==> config.mk <==
export PLATFORM = sky130hd
export DESIGN_NAME = lpe_bit_scanner
export DESIGN_NICKNAME = d
export VERILOG_FILES = /design/src/rtl/lpe_bit_scanner.sv
export SDC_FILE = /design/constraint.sdc
export NUM_CORES = 1
export LEC_CHECK = 0
export ABC_AREA = 1
export CORE_UTILIZATION = 41
export DETAILED_ROUTE_END_ITERATION = 10
export GPL_TIMING_DRIVEN = 0
export PLACE_DENSITY = 0.65
export SLEW_MARGIN = 10
export SYNTH_ARGS = -nofsm -noshare
export SYNTH_HDL_FRONTEND = slang
export SYNTH_SLANG_ARGS = --single-unit
==> constraint.sdc <==
create_clock -name clk -period 2.1 [get_ports clk]
set_clock_uncertainty 0.1 [all_clocks]
set_input_delay 0.315 -clock clk [delete_from_list [all_inputs] [get_ports clk]]
set_output_delay 0.315 -clock clk [all_outputs]
set_load 0.05 [all_outputs]
==> src/rtl/lpe_bit_scanner.sv <==
// ---------------------------------------------------------------------------
// lpe_bit_scanner
//
// Clocked successor to the 16-to-4 low-priority encoder. A WIDTH-bit request
// word is taken over a valid/ready handshake. The block then emits the index
// of every set bit, one beat per clock. By default the lowest index comes
// first.
//
// Each beat carries three values:
//   y     index of the bit being serviced
//   f     1 = y is a real index, 0 = the word was all-zero
//   last  1 = final beat of this word
//
// An all-zero word still produces exactly one beat, with y=0, f=0, last=1.
//
// Build option:
//   LPE_MSB_FIRST_EN  When defined, priority is inverted: the highest set
//                     index comes first and beats run in descending order.
//
// Ports:
//   clk      in   1      rising-edge clock
//   rst      in   1      synchronous, active-high reset
//   W_valid  in   1      request word offered
//   W_ready  out  1      block can take a word (high only in IDLE)
//   W        in   WIDTH  request word; bit i set = request i pending
//   y_valid  out  1      output beat present (registered)
//   y_ready  in   1      consumer takes the current beat
//   y        out  IDXW   index of the current highest-priority set bit
//   f        out  1      y is a real index (word was non-zero)
//   last     out  1      current beat is the final beat of the word
// ---------------------------------------------------------------------------
module lpe_bit_scanner #(
  parameter int WIDTH = 16
) (
  input  logic                       clk,
  input  logic                       rst,
  input  logic                       W_valid,
  output logic                       W_ready,
  input  logic [WIDTH-1:0]           W,
  output logic                       y_valid,
  input  logic                       y_ready,
  output logic [$clog2(WIDTH)-1:0]   y,
  output logic                       f,
  output logic                       last
);

  localparam int IDXW = $clog2(WIDTH);

  typedef enum logic {
    IDLE = 1'b0,
    SCAN = 1'b1
  } state_t;

  state_t           state;
  state_t           state_nxt;
  logic [WIDTH-1:0] pending;
  logic [WIDTH-1:0] pending_nxt;
  logic [WIDTH-1:0] bit_one;
  logic             load;
  logic             take;
  logic             advance;

  // Index of the bit to service next.
  // The loop direction sets the priority: the last match wins.
  function automatic logic [IDXW-1:0] prio_idx(input logic [WIDTH-1:0] v);
    logic [IDXW-1:0] idx;
    idx = '0;
`ifdef LPE_MSB_FIRST_EN
    for (int i = 0; i < WIDTH; i++)
      if (v[i]) idx = IDXW'(i);
`else
    for (int i = WIDTH - 1; i >= 0; i--)
      if (v[i]) idx = IDXW'(i);
`endif
    return idx;
  endfunction

  // True when at most one bit is set.
  // This makes the current beat the final one, and it also covers the
  // all-zero word.
  function automatic logic at_most_one(input logic [WIDTH-1:0] v);
    return (v & (v - WIDTH'(1))) == '0;
  endfunction

  assign bit_one = {{(WIDTH-1){1'b0}}, 1'b1};
  assign W_ready = (state == IDLE);
  assign load    = W_valid & W_ready;
  assign take    = y_valid & y_ready;
  // A taken beat that is not the last one moves the scan to the next set bit.
  assign advance = take & ~last;

  always_ff @(posedge clk) begin
    if (rst) state <= IDLE;
    else     state <= state_nxt;
  end

  always_comb begin
    state_nxt = state;
    case (state)
      IDLE:    if (load)        state_nxt = SCAN;
      SCAN:    if (take & last) state_nxt = IDLE;
      default:                  state_nxt = IDLE;
    endcase
  end

  always_comb begin
    pending_nxt = pending;
    if (load)      pending_nxt = W;
    else if (take) pending_nxt = pending & ~(bit_one << y);
  end

  // Output register stage.
  // Beats are re-encoded from the next pending word, so each index is
  // registered one clock after the word is loaded or the previous beat is
  // taken. There is no combinational path from W to y.
  always_ff @(posedge clk) begin
    if (rst) begin
      pending <= '0;
      y       <= '0;
      f       <= 1'b0;
      last    <= 1'b0;
      y_valid <= 1'b0;
    end else begin
      pending <= pending_nxt;
      if (load || advance) begin
        y       <= prio_idx(pending_nxt);
        f       <= |pending_nxt;
        last    <= at_most_one(pending_nxt);
        y_valid <= 1'b1;
      end else if (take) begin
        y_valid <= 1'b0;
      end
    end
  end

endmodule

# Yosys cells after proc, flatten, opt, wreduce, memory -nomap -nowiden
# Cells that the tools add are included.
[op_classes] shifts=1 n_bitwise=9 addsub=1 muxes=23 n_reduce_logical=4
[ops] cell="two-way mux 4 bit" n=16
[ops] cell="bitwise AND 16 bit" n=2
[ops] cell="two-way mux 16 bit" n=2
[ops] cell="zero test 16 bit" n=1
[ops] cell="inverter 16 bit" n=1
[ops] cell="OR reduction 16 bit" n=1
[ops] cell="<< shifter 1 x 4 -> 16 bit (first input constant)" n=1
[ops] cell="subtractor 16 x 1 -> 16 bit (second input constant)" n=1
[ops] cell="bitwise AND 1 bit" n=4
[ops] cell="two-way mux 1 bit" n=4
[ops] cell="inverter 1 bit" n=2
[ops] cell="one-hot mux 1 bit (2 select lines)" n=1
[ops] cell="nonzero test 2 bit" n=1
[ops] cell="logical OR 1 bit" n=1
[word_totals] reg_bits=24 out_inout_bits=8 elab_cells=44 inputBits=20

# Logic depth before layout (Yosys ltp)
[logic_depth] ltp_word=21 depth_mapped=22 mapped_depth_nobuf=21

# Worst setup path after synthesis
# No wires, ideal clock.
[synth_path] path_kind="reg2reg" from="register y[2]" to="register last" stages_incl_launch_ff=16 setup_ps=66 arrival_time_ps=2165 period_less_slack_ps=2331 setup_slack_ps=-231 required_time_ps=1934 path_buffers=1 cell_sequence="dfxtp_1 -> buf_4 -> inv_1 -> nor3_1 -> nand2_1 -> nand3_1 -> nand2_1 -> nor2_2 -> nand2_2 -> nor2_4 -> nand2_4 -> nor2_4 -> a21oi_1 -> nor2_1 -> nand3_1 -> a21oi_2"
[synth_between] elab_chain_cells=8
[synth_lines] element="from (decl)" line="42" rtl="output logic [$clog2(WIDTH)-1:0] y,"
[synth_lines] element="from (signal assigned)" line="126" rtl="y <= prio_idx(pending_nxt);"
[synth_lines] element="<< shifter 1 x 4 -> 16 bit (*)" line="109" rtl="else if (take) pending_nxt = pending & ~(bit_one << y);"
[synth_lines] element="inverter 16 bit (*)" line="109"
[synth_lines] element="bitwise AND 16 bit (*)" line="109"
[synth_lines] element="two-way mux 16 bit (*)" line="109"
[synth_lines] element="two-way mux 16 bit (*)" line="108" rtl="if (load) pending_nxt = W;"
[synth_lines] element="subtractor 16 x 1 -> 16 bit" line="82" rtl="return (v & (v - WIDTH'(1))) == '0;"
[synth_lines] element="bitwise AND 16 bit (*)" line="82"
[synth_lines] element="zero test 16 bit (*)" line="82"
[synth_lines] element="to (signal assigned)" line="128" rtl="last <= at_most_one(pending_nxt);"
[synth_lines] element="to (decl)" line="44" rtl="output logic last"
# Mark *: on every way between the ends. The rest lies on a longest branch, timed or not.
# A chain may end at the register's enable or synchronous reset.

# Worst setup path in the final report
[layout_path] from="input W_valid" to="register last"
[layout_between] elab_chain_cells=5 word_cells_on_any_way=6 classes_between="add/sub: 1; mux: 1; bitwise: 2; reduce/logical: 2"
[layout_lines] element="from (decl)" line="37" rtl="input logic W_valid,"
[layout_lines] element="bitwise AND 1 bit (*)" line="87" rtl="assign load = W_valid & W_ready;"
[layout_lines] element="two-way mux 16 bit" line="108"
[layout_lines] element="subtractor 16 x 1 -> 16 bit" line="82"
[layout_lines] element="bitwise AND 16 bit" line="82"
[layout_lines] element="zero test 16 bit" line="82"
# Marks and branches as above.

==> metrics.csv <==
stage,metric,value,unit
timing,fin_crit,2.14,ns
cts,root_buffer,clkbuf_4,
detailed_routing,first_iter_violations,68,
synth,synth-warning-count,0,
floorplan,rows,21,
synth,synth-seq-area-share,32.4,%
worst_setup_path,crit_path_start_kind,input port,
worst_setup_path,path_class,in2reg,
detailed_routing,dr.pass1.iters,4,
detailed_routing,vias_per_cell,4.92,
cts,tritoncts,done,
finish,final_area,0.00222,mm2
finish,diodes,0,
worst_setup_path,cp_top_family,simple AND/OR/NAND/NOR gates,
finish,final_common_cell,nand2_1,
timing,tightestPinTransition,0.588,ns
detailed_routing,wl,4420,um
synth,synthCells,231,
power,p_total,1.28,mW
cts,insertion_delay,0.32,ns
power,ir_drop,0.298,mV
synth,synth_fp_nets,251,
floorplan,die_h,62.2,um
floorplan,die_w,62.2,um
finish,multi_input_area,972,um2
floorplan,ios,28,
global_route,met1_usage,30.7,%
detailed_routing,ant_nets,0,
timing,setup_violations,1,
finish,layout_common_cells,"nand2_1 (47), nor2_1 (35), inv_1 (30), clkdlybuf4s50_1 (26), buf_4 (24)",
min_path,hp-class,reg2reg,
finish,register_area,498,um2
cts,clk_path_buf_depth,2,
finish,nets,307,
detailed_routing,wl_per_cell,13.3,um
synth,synthDistinctLibCells,25,
global_route,grt_use_met3,2.21,%
worst_setup_path,path_max_fanout,10,
cts,path_clk_slew,0.14,ns
worst_setup_path,worstPathCellList,clkdlybuf4s50_1 -> nand2_2 -> buf_6 -> buf_8 -> o211ai_1 -> nand2_2 -> nor2_2 -> nand2_2 -> nor2_4 -> nand2_4 -> nor2_4 -> a21oi_1 -> nor2_1 -> nand3_1 -> a21oi_2,
finish,syn_to_final_growth,49.3,%
global_route,grt_pass1_wl,6890,um
place,dp_hpwl,2850,um
floorplan,core_area,0.00342,mm2
worst_setup_path,cp.buffers_inverters,3,
global_route,grt.busiest_layer,met2,
power,leakage,1.00,nW
timing,max_freq,468,MHz
global_route,grt_max_degree,14,
place,gp_congestion,0.826,
power,power_density,577,mW/mm2
finish,drive_gt1_share,30.8,%
floorplan,initial_core_util,43.5,%
outcome,violations,negative setup slack,
outcome,status,"finished, violations left",
global_route,antenna_found_initial,0,
timing,hold_viol_final,0,
worst_setup_path,worst_path_largest_cell_delay,0.47,ns
worst_setup_path,worstPathArrival,2.31,ns
cts,cts_buffers,3,
global_route,grt_pass1_vias,1464,
global_route,use_met2,39.0,%
worst_setup_path,worstPathRequired,2.27,ns
cts,clock-sinks,24,
place,placed_cell_area,0.00182,mm2
timing,fin_ws,-0.0361,ns
cts,ctsHtreeMaxLevel,1,
timing,relSlewSlack,60.8,%
worst_setup_path,worst_setup_path_end_kind,register,
worst_setup_path,critPathSlowestCell,clkdlybuf4s50_1,
cts,ctsHoldBuffers,0,
finish,n_fill_cell,318,
detailed_routing,drcViolationCount,0,
synth,ys_seq_elements,24,
global_route,grt.total_usage,22.7,%
worst_setup_path,timing.critical_path.mode_cell,nand2_2,
global_route,grt-ovfl-total,0,
synth,synth_area,0.00149,mm2
synth,synth.avg_cell_area,6.43,um2
timing,rsz0062_at_grt,yes,
timing,drv_slew,0,
place,io_buffers,27,
detailed_routing,num_vias,1635,
run,cap_violations,0,
floorplan,die_area,0.00387,mm2
timing,min_period_over_period,102,%
[synth_stat cells, drive strengths merged]
master | number | area [um2]
o21ai | 12 | 63.8
nor3 | 7 | 55.1
clkbuf | 2 | 7.51
o211ai | 6 | 45.0
a21oi | 14 | 73.8
nand2 | 56 | 230
inv | 40 | 150
a31oi | 7 | 56.3
nor2 | 45 | 211
dfxtp | 24 | 480
buf | 4 | 37.5
nand3 | 11 | 55.1
nand4 | 1 | 6.26
or2 | 2 | 12.5
[tightest hold or removal path, cell delays in order (launching register included)]
cell and delay [ns]:
dfxtp_1 0.36, nand2_1 0.08, a21oi_2 0.05
[flip-flops by register name, indices dropped and copies added, names as in the netlist]
register / cells
last: 1
pending: 16
f: 1
y_valid: 1
y: 4
state: 1
[path summary, 6_finish.rpt]
kind / startpoint / end / slack [ns] / cells after the start
setup / recovery: W_valid / last / -0.04 / 15
hold / removal: last / last / 0.42 / 2
setup reg to reg: y[2] / last / -0.03 / 14
hold reg to reg: last / last / 0.42 / 2
[logic make-up (layout without fill, tap and decap cells)]
| kind of cell | after synthesis | after routing | synth area share (%) |
|---|---|---|---|
| AOI/OAI and AO/OA | 39 | 39 | 16.1 |
| buffers and inverters | 46 | 101 | 13.1 |
| DFF | 24 | 24 | 32.4 |
| and+or+nand+nor | 122 | 122 | 38.4 |
[metal layers]
layer	part of all wire [%]	vias up	wire (um)
met4	1.1	0	48
met1	46	752	2020
met2	49	39	2190
met5	0	-	0
li1	-	838	-
met3	3.8	6	166
[metrics by stage]
| stage | instances | utilization (%) | setup WS [ns] | hold WS [ns] | setup TNS (ns) |
|---|---|---|---|---|---|
| floorplan | 231 | - | 0.0124 | 0.277 | 0 |
| global placement | 304 | 53.4 | -0.590 | 0.382 | -3.08 |
| detailed placement | 304 | 53.4 | -0.573 | 0.393 | -2.98 |
| CTS | 320 | 60.1 | -0.0425 | 0.403 | -0.0425 |
| global route | 332 | 64.9 | -0.208 | 0.453 | -0.586 |
| finish | 332 | 64.9 | -0.0361 | 0.417 | -0.0361 |
[final cells by class]
type,count,share of cell area [%]
plain buffers,5,1.86
repair buffers,52,20.9
well taps,46,2.60
clock buffers,4,1.19
flip-flops and latches,24,22.5
inverters,40,7.11
multi-input cells,161,43.8
[power by group]
group          internal (mW)  leakage (nW)  switching, mW
sequential             0.489         0.201         0.0330
clock                 0.0743        0.0150          0.146
combinational          0.224         0.787          0.313
total                  0.787          1.00          0.492
[repair_timing]
item / 4_1_cts / 5_1_grt
resized for setup: 29 / 20
buffers inserted: 11 / 13
pin swaps: 13 / 8
endpoints found under the setup margin: 6 / 6
gates cloned: 1 / 0
Note: power is estimated with default switching activity, not from simulation.
